[config.mk]
export PLATFORM = sky130hd
export DESIGN_NAME = mem_read_port
export DESIGN_NICKNAME = d
export VERILOG_FILES = /design/src/rtl/mem_pkg.sv /design/src/rtl/mem_byte_align.sv /design/src/rtl/mem_read_port.sv
export SDC_FILE = /design/constraint.sdc
export NUM_CORES = 1
export LEC_CHECK = 0
export CELL_PAD_IN_SITES_DETAIL_PLACEMENT = 0
export CELL_PAD_IN_SITES_GLOBAL_PLACEMENT = 1
export CORE_MARGIN = 4
export CORE_UTILIZATION = 41
export DETAILED_ROUTE_END_ITERATION = 16
export PLACE_DENSITY_LB_ADDON = 0.15
export SLEW_MARGIN = 20
export SYNTH_ARGS = -nofsm -noshare
export SYNTH_HDL_FRONTEND = slang
export SYNTH_SLANG_ARGS = --single-unit
[constraint.sdc]
create_clock -name CLK -period 4.5 [get_ports CLK]
set_input_delay 1.35 -clock CLK [delete_from_list [all_inputs] [get_ports CLK]]
set_output_delay 1.35 -clock CLK [all_outputs]
set_load 0.01 [all_outputs]
[src/rtl/mem_pkg.sv]
// Shared definitions for the memory-stage read port: size encodings,
// default line geometry, the read FSM states and the size helpers.
package mem_pkg;

    localparam int LINE_BYTES = 16;
    localparam int OFF_W      = $clog2(LINE_BYTES);

    typedef enum logic [1:0] {
        SZ_BYTE  = 2'b00,
        SZ_WORD  = 2'b01,
        SZ_DWORD = 2'b10,
        SZ_QWORD = 2'b11
    } size_e;

    typedef enum logic [2:0] {
        IDLE,
        REQ_LO,
        WAIT_LO,
        REQ_HI,
        WAIT_HI,
        DONE
    } state_e;

    function automatic logic [3:0] size_to_bytes(input logic [1:0] size);
        logic [3:0] n;
        case (size_e'(size))
            SZ_BYTE:  n = 4'd1;
            SZ_WORD:  n = 4'd2;
            SZ_DWORD: n = 4'd4;
            default:  n = 4'd8;
        endcase
        return n;
    endfunction

    function automatic logic [63:0] size_mask(input logic [1:0] size);
        logic [63:0] m;
        case (size_e'(size))
            SZ_BYTE:  m = 64'h0000_0000_0000_00FF;
            SZ_WORD:  m = 64'h0000_0000_0000_FFFF;
            SZ_DWORD: m = 64'h0000_0000_FFFF_FFFF;
            default:  m = 64'hFFFF_FFFF_FFFF_FFFF;
        endcase
        return m;
    endfunction

endpackage

[src/rtl/mem_byte_align.sv]
// Combinational operand extraction: shifts the {HI,LO} line pair down by the
// byte offset, then masks to the access size with zero-extension to 64 bits.
module mem_byte_align
    import mem_pkg::*;
#(
    parameter int LINE_SZ = LINE_BYTES
) (
    input  logic [8*LINE_SZ-1:0]         i_lo,
    input  logic [8*LINE_SZ-1:0]         i_hi,
    input  logic [$clog2(LINE_SZ)-1:0]   i_off,
    input  logic [1:0]                   i_size,
    output logic [63:0]                  o_data
);

    logic [16*LINE_SZ-1:0] w_pair;
    logic [63:0]           w_shifted;

    assign w_pair    = {i_hi, i_lo};
    // The operand never extends past the HI line, so the low 64 bits suffice.
    assign w_shifted = 64'(w_pair >> {i_off, 3'b000});
    assign o_data    = w_shifted & size_mask(i_size);

endmodule

[src/rtl/mem_read_port.sv]
// Memory-stage read responder: fetches one or two cache lines per read and
// returns the zero-extended operand. Optional line buffer: MEM_READ_LINE_BUF_EN.
module mem_read_port #(
    parameter int ADDR_W     = 32,
    parameter int LINE_BYTES = mem_pkg::LINE_BYTES
) (
    input  logic                    CLK,
    input  logic                    RST,
    input  logic                    V,
    input  logic                    MEM_RD,
    input  logic [ADDR_W-1:0]       RD_ADDR,
    input  logic [1:0]              DATA_SIZE,
    input  logic                    STALL_IN,
    input  logic                    INV_LINE,
    input  logic [ADDR_W-1:0]       INV_ADDR,
    output logic                    DC_REQ,
    output logic [ADDR_W-1:0]       DC_ADDR,
    input  logic                    DC_READY,
    input  logic                    DC_RVALID,
    input  logic [8*LINE_BYTES-1:0] DC_RDATA,
    output logic [63:0]             RD_DATA,
    output logic                    RD_DATA_V,
    output logic                    STALL_OUT
);

    localparam int OFF_W  = $clog2(LINE_BYTES);
    localparam int TAG_W  = ADDR_W - OFF_W;
    localparam int LINE_W = 8 * LINE_BYTES;
    localparam logic [OFF_W:0] LINE_END = (OFF_W + 1)'(LINE_BYTES);

    mem_pkg::state_e   r_state, w_state_nxt;
    logic [TAG_W-1:0]  r_tag;
    logic [OFF_W-1:0]  r_off;
    logic [1:0]        r_size;
    logic              r_cross;
    logic [LINE_W-1:0] r_lo, r_hi;

    logic [TAG_W-1:0]  w_in_tag, w_hi_tag;
    logic [OFF_W-1:0]  w_in_off;
    logic [OFF_W:0]    w_end;
    logic              w_in_cross, w_accept, w_buf_hit;
    logic [LINE_W-1:0] w_buf_data;
    logic [63:0]       w_aligned;

    assign w_in_tag   = RD_ADDR[ADDR_W-1:OFF_W];
    assign w_in_off   = RD_ADDR[OFF_W-1:0];
    assign w_end      = {1'b0, w_in_off} + (OFF_W + 1)'(mem_pkg::size_to_bytes(DATA_SIZE));
    assign w_in_cross = (w_end > LINE_END);
    assign w_accept   = (r_state == mem_pkg::IDLE) && V && MEM_RD;
    assign w_hi_tag   = r_tag + TAG_W'(1);

`ifdef MEM_READ_LINE_BUF_EN
    logic              r_buf_v;
    logic [TAG_W-1:0]  r_buf_tag;
    logic [LINE_W-1:0] r_buf_data;
    logic              w_inv_hit, w_fill, w_fill_inv;
    logic              w_unused_inv_off;

    assign w_unused_inv_off = ^INV_ADDR[OFF_W-1:0];
    assign w_inv_hit  = INV_LINE && r_buf_v && (INV_ADDR[ADDR_W-1:OFF_W] == r_buf_tag);
    // An invalidate in the lookup cycle wins, so the lookup sees a miss.
    assign w_buf_hit  = r_buf_v && !w_inv_hit && (w_in_tag == r_buf_tag) && !w_in_cross;
    assign w_buf_data = r_buf_data;
    assign w_fill     = (r_state == mem_pkg::WAIT_LO) && DC_RVALID;
    assign w_fill_inv = INV_LINE && (INV_ADDR[ADDR_W-1:OFF_W] == r_tag);

    always_ff @(posedge CLK) begin
        if (RST) begin
            r_buf_v    <= 1'b0;
            r_buf_tag  <= '0;
            r_buf_data <= '0;
        end else begin
            if (w_inv_hit)
                r_buf_v <= 1'b0;
            if (w_fill) begin
                r_buf_v    <= !w_fill_inv;
                r_buf_tag  <= r_tag;
                r_buf_data <= DC_RDATA;
            end
        end
    end
`else
    logic w_unused_inv;

    assign w_unused_inv = ^{INV_LINE, INV_ADDR};
    assign w_buf_hit    = 1'b0;
    assign w_buf_data   = '0;
`endif

    // NOTE: sequential state uses non-blocking assignments only; the line
    // registers are small flops, not a memory, so they are cleared on reset.
    always_ff @(posedge CLK) begin
        if (RST) begin
            r_state <= mem_pkg::IDLE;
            r_tag   <= '0;
            r_off   <= '0;
            r_size  <= '0;
            r_cross <= 1'b0;
            r_lo    <= '0;
            r_hi    <= '0;
        end else begin
            r_state <= w_state_nxt;
            if (w_accept) begin
                r_tag   <= w_in_tag;
                r_off   <= w_in_off;
                r_size  <= DATA_SIZE;
                r_cross <= w_in_cross;
                r_lo    <= w_buf_data;
                r_hi    <= '0;
            end
            if ((r_state == mem_pkg::WAIT_LO) && DC_RVALID)
                r_lo <= DC_RDATA;
            if ((r_state == mem_pkg::WAIT_HI) && DC_RVALID)
                r_hi <= DC_RDATA;
        end
    end

    // NOTE: every output and the next state get a default first, so no latches.
    always_comb begin
        w_state_nxt = r_state;
        DC_REQ      = 1'b0;
        DC_ADDR     = '0;
        RD_DATA_V   = 1'b0;
        STALL_OUT   = 1'b0;
        case (r_state)
            mem_pkg::IDLE: begin
                STALL_OUT = V && MEM_RD;
                if (V && MEM_RD)
                    w_state_nxt = w_buf_hit ? mem_pkg::DONE : mem_pkg::REQ_LO;
            end
            mem_pkg::REQ_LO: begin
                DC_REQ    = 1'b1;
                DC_ADDR   = {r_tag, {OFF_W{1'b0}}};
                STALL_OUT = 1'b1;
                if (DC_READY)
                    w_state_nxt = mem_pkg::WAIT_LO;
            end
            mem_pkg::WAIT_LO: begin
                STALL_OUT = 1'b1;
                if (DC_RVALID)
                    w_state_nxt = r_cross ? mem_pkg::REQ_HI : mem_pkg::DONE;
            end
            mem_pkg::REQ_HI: begin
                DC_REQ    = 1'b1;
                DC_ADDR   = {w_hi_tag, {OFF_W{1'b0}}};
                STALL_OUT = 1'b1;
                if (DC_READY)
                    w_state_nxt = mem_pkg::WAIT_HI;
            end
            mem_pkg::WAIT_HI: begin
                STALL_OUT = 1'b1;
                if (DC_RVALID)
                    w_state_nxt = mem_pkg::DONE;
            end
            mem_pkg::DONE: begin
                RD_DATA_V = 1'b1;
                STALL_OUT = STALL_IN;
                if (!STALL_IN)
                    w_state_nxt = mem_pkg::IDLE;
            end
            default: w_state_nxt = mem_pkg::IDLE;
        endcase
        // Reset silences the port in the same cycle it is asserted.
        if (RST) begin
            DC_REQ    = 1'b0;
            DC_ADDR   = '0;
            RD_DATA_V = 1'b0;
            STALL_OUT = 1'b0;
        end
    end

    mem_byte_align #(
        .LINE_SZ (LINE_BYTES)
    ) u_align (
        .i_lo   (r_lo),
        .i_hi   (r_hi),
        .i_off  (r_off),
        .i_size (r_size),
        .o_data (w_aligned)
    );

    assign RD_DATA = RD_DATA_V ? w_aligned : 64'd0;

endmodule
==> results of run 1 <==
## kinds of logic (layout without fill, tap and decap cells)
kind of cell	Yosys count	count (layout)	share of synthesized area [%]
adders and majority gates	6	6	0.6146
AOI/OAI and AO/OA	323	323	13.07
other	1	5	0.02791
and+or+nand+nor	549	549	18.52
DFF	222	222	33.08
buffers and inverters	167	379	4.982
xor gates and xnor gates	11	11	0.7170
muxes	269	269	28.99
## flip-flops by register name, indices dropped and copies added (netlist names)
| name | count |
|---|---|
| r_cross | 1 |
| r_hi | 56 |
| r_lo | 128 |
| r_off | 4 |
| r_size | 2 |
| r_state | 3 |
| r_tag | 28 |
## layout make-up
class	count	area, um^2
well taps	442	553.0
flip-flops and latches	222	4458
fillers	3013	14830
inverters	11	45.04
multi-input cells	1162	8402
clock inverters	12	113.9
diodes	1	2.502
repair buffers	320	3266
clock buffers	36	780.7
## Yosys cell counts, types with 7 or more instances
| master | count |
|---|---|
| or4_1 | 7 |
| o22ai_1 | 64 |
| inv_1 | 11 |
| nor3_1 | 7 |
| mux4_2 | 96 |
| nor2_1 | 20 |
| buf_2 | 21 |
| buf_1 | 20 |
| nand3_1 | 196 |
| nand4_1 | 9 |
| a21oi_1 | 230 |
| clkbuf_1 | 110 |
| nand2_1 | 277 |
| o21ai_0 | 8 |
| dfxtp_1 | 222 |
| mux2i_1 | 172 |
## power by group through the flow
stage,clock network (mW),logic [mW],registers (mW)
after detailed placement,0,0.621,2.11
after global placement,0,0.617,2.11
after CTS,2.20,0.624,2.06
after global routing,2.28,0.672,2.07
after floorplan,0,0.355,2.07
final,2.18,0.626,2.07
## metal layers
layer	up-vias	wire length [um]	global-route usage, %
li1	6084	-	-
met1	6441	24000	43.12
met2	658	22160	40.24
met3	85	5162	7.061
met4	0	2432	11.35
met5	-	0	0
## final timing paths
kind | depth (start not counted) | startpoint | end
worst min-delay path | 2 | r_lo[0]$_SDFFE_PP0P_ | r_lo[0]$_SDFFE_PP0P_
worst min register to register | 2 | r_lo[0]$_SDFFE_PP0P_ | r_lo[0]$_SDFFE_PP0P_
worst max-delay path | 7 | RST | RD_DATA[4]
worst max register to register | 6 | r_state[1]$_SDFFE_PP0P_ | r_hi[36]$_SDFFE_PP0P_
## critical path, delay by kind of cell
kind / cells / cell delay [ns]
AND/OR/NAND/NOR: 2 / 0.55
AO/OA/AOI/OAI: 1 / 0.16
buffers and inverters: 4 / 1.04
## placed cells by master (no fill, tap or decap), types with 3 or more instances in the layout
cell type	count
nor2_1	20
buf_12	14
clkinvlp_4	5
xnor2_1	6
clkbuf_8	5
or3_2	4
o211ai_1	6
and4_1	4
clkbuf_16	28
a21oi_1	230
mux4_2	96
inv_1	10
xor2_1	5
nor2b_1	3
o21ai_0	8
o22ai_1	60
buf_4	41
dfxtp_1	217
nand2b_1	4
nand3_1	195
dfxtp_4	3
ha_1	4
nand4_1	9
clkbuf_1	3
conb_1	4
a41o_1	4
a31oi_1	4
or4_1	6
clkinv_2	4
o22ai_2	4
nor3_1	5
clkdlybuf4s50_1	260
nand2_1	277
mux2i_1	172
## metrics by stage
| stage | cells | setup TNS [ns] | util, % | total power, mW | hold WS [ns] |
|---|---|---|---|---|---|
| finish | 2206 | 0 | 54.29 | 4.868 | 0.4646 |
| CTS | 2204 | 0 | 54.11 | 4.893 | 0.4676 |
| global route | 2206 | -0.01089 | 54.29 | 5.026 | 0.4823 |
| global placement | 2156 | -0.2267 | 51.33 | 2.723 | 0.4562 |
| detailed placement | 2156 | -0.3232 | 51.33 | 2.729 | 0.4591 |
| floorplan | 1551 | 0 | - | 2.429 | 0.4445 |
## timing repair
item | 4_1_cts | 5_1_grt
gates resized for setup | 5 | 10
gates cloned | 0 | 0
setup endpoints to repair | 18 | 16
pin swaps | 1 | 0
hold endpoints to repair | 0 | 0
buffers inserted | 0 | 1
==> summary.md, run 1 <==
| Metric | Value |
|---|---|
| Post-CTS clock slew at the launch and capture registers of the worst setup and hold paths | `roughly 0.06 ns` |
| Rows | `66` |
| Post-synthesis instance total | `1548` |
| CTS root buffer | `clkbuf_16` |
| Detailed placement HPWL | `39680 um` |
| Top-level I/O count | `301` |
| Cell area reported after detailed placement | `0.01666 mm^2` |
| WP data required | `3.15 ns` |
| Largest vdd supply drop | `259.9 uV` |
| Clock power share | `around 45%` |
| Register share of total power | `42.4%` |
| Hold WC Path Type | `flip-flop to flip-flop` |
| Worst-path cell with the longest stage delay | `clkdlybuf4s50_1` |
| TritonCTS buffer count | `26` |
| Per-cell via count in the routed design | `6.015` |
| Distinct cells, synth | `47` |
| Post-synth EDFFs | `0` |
| Number of global-route vias before repair | `12.42k` |
| Final worst slack | `0.04786 ns` |
| Post-route cell area | `around 0.018 mm^2` |
| Sw Pwr | `roughly 1.3 mW` |
| Final wirelength | `53760 um` |
| Number of nets with antenna violations after routing | `0` |
| Result of the run | `finished clean` |
| Max Root-Sink Buffers | `3` |
| First-pass GRT wire length | `79730 um` |
| Core box area | `0.03245 mm^2` |
| Final layout net count | `approximately 2.0k` |
| Power density over the cells | `~280 mW/mm^2` |
| Longest individual stage delay on the worst path | `0.58 ns` |
| Average size of a mapped cell | `8.680 um^2` |
| Maxcap violations | `0` |
| Total of warnings raised by yosys | `0` |
| CTS tree | `done` |
| Reg2Reg Setup Slack | `1.97 ns` |
| DIE HEIGHT | `189.0 um` |
| Type of element launching the critical path | `input pin` |
| Setup slack at placement | `-0.04424 ns` |
| Share of post-route cells with drive strength above 1 | `12.88%` |
| Synthesis-to-layout area growth | `31.14%` |
| Synth Cell Area | `0.01344 mm^2` |
| Setup-failing EPs final | `0` |
| Effective utilization at floorplan | `41.40%` |
| Critical path endpoint category | `output pin` |
| Actual transition at the worst max-transition pin | `1.038 ns` |
| Reported leakage power | `4.997 nW` |
| Residual DRC | `0` |
| Maximum level of the CTS H-tree | `1` |
| Comb pwr share | `around an eighth` |
| First-pass iteration count of the detailed router | `5` |
| Global router's overall resource usage | `28.95%` |
| Top area cells in the synthesized netlist | `dfxtp_1 33%, mux4_2 16%, mux2i_1 13%, a21oi_1 8.6%, nand2_1 7.7%` |
| Path type of the worst setup path | `input pin to output pin` |
| Die span in x | `189.0 um` |
| Rel. slew slack | `30.81%` |
| Share of the clock period used by the worst path after layout | `98.94%` |
| Seq/Total Area, Yosys | `33.08%` |
| P_int | `3.590 mW` |
| Overall die area | `around 0.036 mm^2` |
| Top fanout value on the critical path | `8` |
| Number of hold-slack violations in the final timing report | `0` |
| Cell Chain, Critical Path | `buf_6, and3b_2, buf_4, nand2_1, buf_4, o22ai_1, clkdlybuf4s50_1` |
| Clock latency on the worst-skew pair | `0.53 ns` |
| CP dominant cell by count | `buf_4` |
| Starting DRT DRC Count | `1278` |
| Average detailed-routed wire length per instance | `between 20 and 25 um` |
| Grt ovf | `0` |
| Number of antenna violations at the first check in global routing | `1` |
| Number of synthesized register bits | `approximately 220` |
| Pins Over Slew Limit | `0` |
| Post-Route Skew | `~0.0075 ns` |
| Post-CTS Hold Buffers | `0` |
| Quantity of I/O buffers inserted on ports | `263` |
| Switching Share | `26.27%` |
| Final Wtd Congestion | `0.9666` |
| Maximum number of pins on one net before global-route repair | `224` |
| Worst Path Arrival | `3.10 ns` |
| TritonCTS Sinks | `approximately 220` |
| Cell type contributing the most total cell area after synthesis | `dfxtp_1` |
| Top-area cell type share of the netlist area | `33.08%` |
| Via total after detailed routing | `roughly 13k` |
| Final min period | `4.452 ns` |
| Prevailing post-synth register cell | `dfxtp_1` |
| Maximum operating frequency | `224.6 MHz` |
| Share of synthesized flip-flops with an asynchronous set or reset | `0%` |
No activity file was read; power rests on OpenSTA's default activity.
==> run 2: changes to the inputs <==
--- a/config.mk
+++ b/config.mk
@@ -15,3 +15,4 @@
 export SYNTH_ARGS = -nofsm -noshare
 export SYNTH_HDL_FRONTEND = slang
 export SYNTH_SLANG_ARGS = --single-unit
+export TNS_END_PERCENT = 20
==> run 2 against run 1 <==
Via count grew 0.20%. Sequential power is essentially flat. Largest cell class unchanged. Clock skew shrank 0.00081 ns. Core utilization about the same. Clock-buffer cell count did not move. Critical path type unchanged. Sequential share of layout area about the same. Combinational power barely moved. Hold slack barely moved. Highest routed layer unchanged. Maximum frequency shrank 0.49%. Die area stayed put. Cell count is essentially flat.
==> summary.md, run 2 (synthesis results as in run 1) <==
| Metric | Value |
|---|---|
| Result of the run | `finished clean` |
| Min-Delay Path Depth | `2` |
| Type of element launching the critical path | `input pin` |
| Per-cell via count in the routed design | `6.029` |
| Max Root-Sink Buffers | `3` |
| Worst-case hold path end point | `r_tag[27]$_SDFFE_PP0P_` |
| Combined area of the multi-input logic cells | `0.008408 mm^2` |
| Quantity of I/O buffers inserted on ports | `263` |
| Number of antenna violations at the first check in global routing | `1` |
| Hold path start | `r_tag[27]$_SDFFE_PP0P_` |
| Worst Hold Slack | `approximately 0.46 ns` |
| Area of all sequential standard cells | `about 0.0045 mm^2` |
| Share of post-route cells with drive strength above 1 | `12.88%` |
| Pins Over Slew Limit | `0` |
| Post-Route Skew | `0.006699 ns` |
| Cell area reported after detailed placement | `0.01666 mm^2` |
| Hold WC Path Type | `flip-flop to flip-flop` |
| Final Wtd Congestion | `0.9666` |
| WP data required | `3.15 ns` |
| Die span in x | `189.0 um` |
| Leading cell types in the layout, fill and taps excluded | `277 x nand2_1, 261 x clkdlybuf4s50_1, 230 x a21oi_1` |
| TritonCTS Sinks | `222` |
| Grt ovf | `0` |
| Effective utilization at floorplan | `41.40%` |
| Number of hold-slack violations in the final timing report | `0` |
| RR Startpoint | `r_state[1]$_SDFFE_PP0P_` |
| Reg2Reg Setup Slack | `1.98 ns` |
| Residual DRC | `0` |
| Final layout net count | `1950` |
| Final wirelength | `53720 um` |
| Maxcap violations | `0` |
| TNS Setup | `0 ns` |
| Setup-failing EPs final | `0` |
| Most flops, register | `r_lo` |
| CTS tree | `done` |
| First-pass iteration count of the detailed router | `7` |
| TritonCTS buffer count | `26` |
| Top-level I/O count | `301` |
| Number of global-route vias before repair | `12.42k` |
| Final min period | `4.474 ns` |
| Post-CTS Hold Buffers | `0` |
| Path type of the worst setup path | `input pin to output pin` |
| Synthesis-to-layout area growth | `31.11%` |
| Worst r2r dst | `r_hi[38]$_SDFFE_PP0P_` |
| Buffers inserted during post-CTS setup optimization | `0` |
| Rows | `66` |
| Reported leakage power | `4.973 nW` |
| Actual transition at the worst max-transition pin | `1.027 ns` |
| Number of filler cells placed in the layout | `around 3k` |
| Share of the clock period used by the worst path after layout | `99.43%` |
| Average detailed-routed wire length per instance | `24.36 um` |
| Largest vdd supply drop | `260.6 uV` |
| Maximum level of the CTS H-tree | `1` |
| Detailed placement HPWL | `39680 um` |
| Worst Path Arrival | `3.12 ns` |
| PnR Total Power | `4.865 mW` |
| Maximum operating frequency | `roughly 220 MHz` |
| Top fanout value on the critical path | `32` |
| Maximum number of pins on one net before global-route repair | `about 220` |
| Post-CTS clock slew at the launch and capture registers of the worst setup and hold paths | `0.06 ns` |
| Largest register FFs | `128` |
| Core box area | `0.03245 mm^2` |
| Clock latency on the worst-skew pair | `0.53 ns` |
| Power density over the cells | `276.2 mW/mm^2` |
| Number of cells on the worst reg-to-reg path | `6` |
| Via total after detailed routing | `approximately 13k` |
| Starting DRT DRC Count | `~1.3k` |
| First-pass GRT wire length | `79730 um` |
| Largest registers | `r_lo (128), r_hi (56), r_tag (28)` |
| Overall die area | `around 0.036 mm^2` |
| Rel. slew slack | `between 30% and 40%` |
| Setup repair after global routing missed its margin | `yes` |
| Post-layout instance count excluding filler cells | `roughly 2.2k` |
| CTS root buffer | `clkbuf_16` |
| Global router's overall resource usage | `28.95%` |
| Cells after DPL | `2156` |
| Number of nets with antenna violations after routing | `0` |
| Post-route cell area | `around 0.018 mm^2` |
| Critical path endpoint category | `output pin` |
| DIE HEIGHT | `189.0 um` |
| Commonest non-fill, non-tap cell in the layout | `nand2_1` |
## run 2: cell type report
class / count / area share [%]
clock inverter: 12 / 0.6463
inverter: 11 / 0.2557
clock buffer: 36 / 4.432
tap: 442 / 3.139
antenna: 1 / 0.01420
multi-input combinational: 1162 / 47.73
sequential: 222 / 25.31
timing repair buffer: 319 / 18.48
## run 2: where the power goes
group | internal [mW] | total, mW | switching [mW]
logic | 0.306 | 0.625 | 0.320
clock network | 1.28 | 2.17 | 0.893
registers | 2.00 | 2.07 | 0.0626
## run 2: critical path: stages
cell	delay, ns
buf_6	0.09
and3b_2	0.33
nand4_1	0.17
buf_12	0.22
o22ai_1	0.33
clkdlybuf4s50_1	0.61
## run 2: worst max-delay path by stage
stage                                startpoint  depth (start not counted)  slack, ns     endpoint
after global routing      r_tag[0]$_SDFFE_PP0P_                          6      -0.06  DC_ADDR[24]
after floorplan                             RST                          6       0.56  RD_DATA[22]
final                                       RST                          6       0.03  RD_DATA[33]
after global placement                      RST                          6      -0.04   RD_DATA[2]
after detailed placement                    RST                          7      -0.04   RD_DATA[6]
after CTS                 r_tag[0]$_SDFFE_PP0P_                          6       0.03  DC_ADDR[24]
## run 2: metrics by stage
step	worst slack (ns)	util (%)
floorplan	0.5559	-
global placement	-0.03607	51.33
detailed placement	-0.04424	51.33
CTS	0.03071	54.11
global route	-0.05980	54.28
finish	0.02587	54.28
## run 2: repair_timing
| item | in CTS | in global routing |
|---|---|---|
| gates resized for setup | 5 | 10 |
| cloned | 0 | 0 |
| pin swaps | 1 | 0 |
| setup endpoints to repair | 18 | 16 |
## run 2: routing by layer
layer  vias to the layer above  wire length (um)  global-route usage, %
met5                         -                 0                      0
met4                         0              2435                  11.35
met3                        85              5472                  7.061
met1                      6474             23550                  43.12
li1                       6081                 -                      -
met2                       655             22260                  40.24
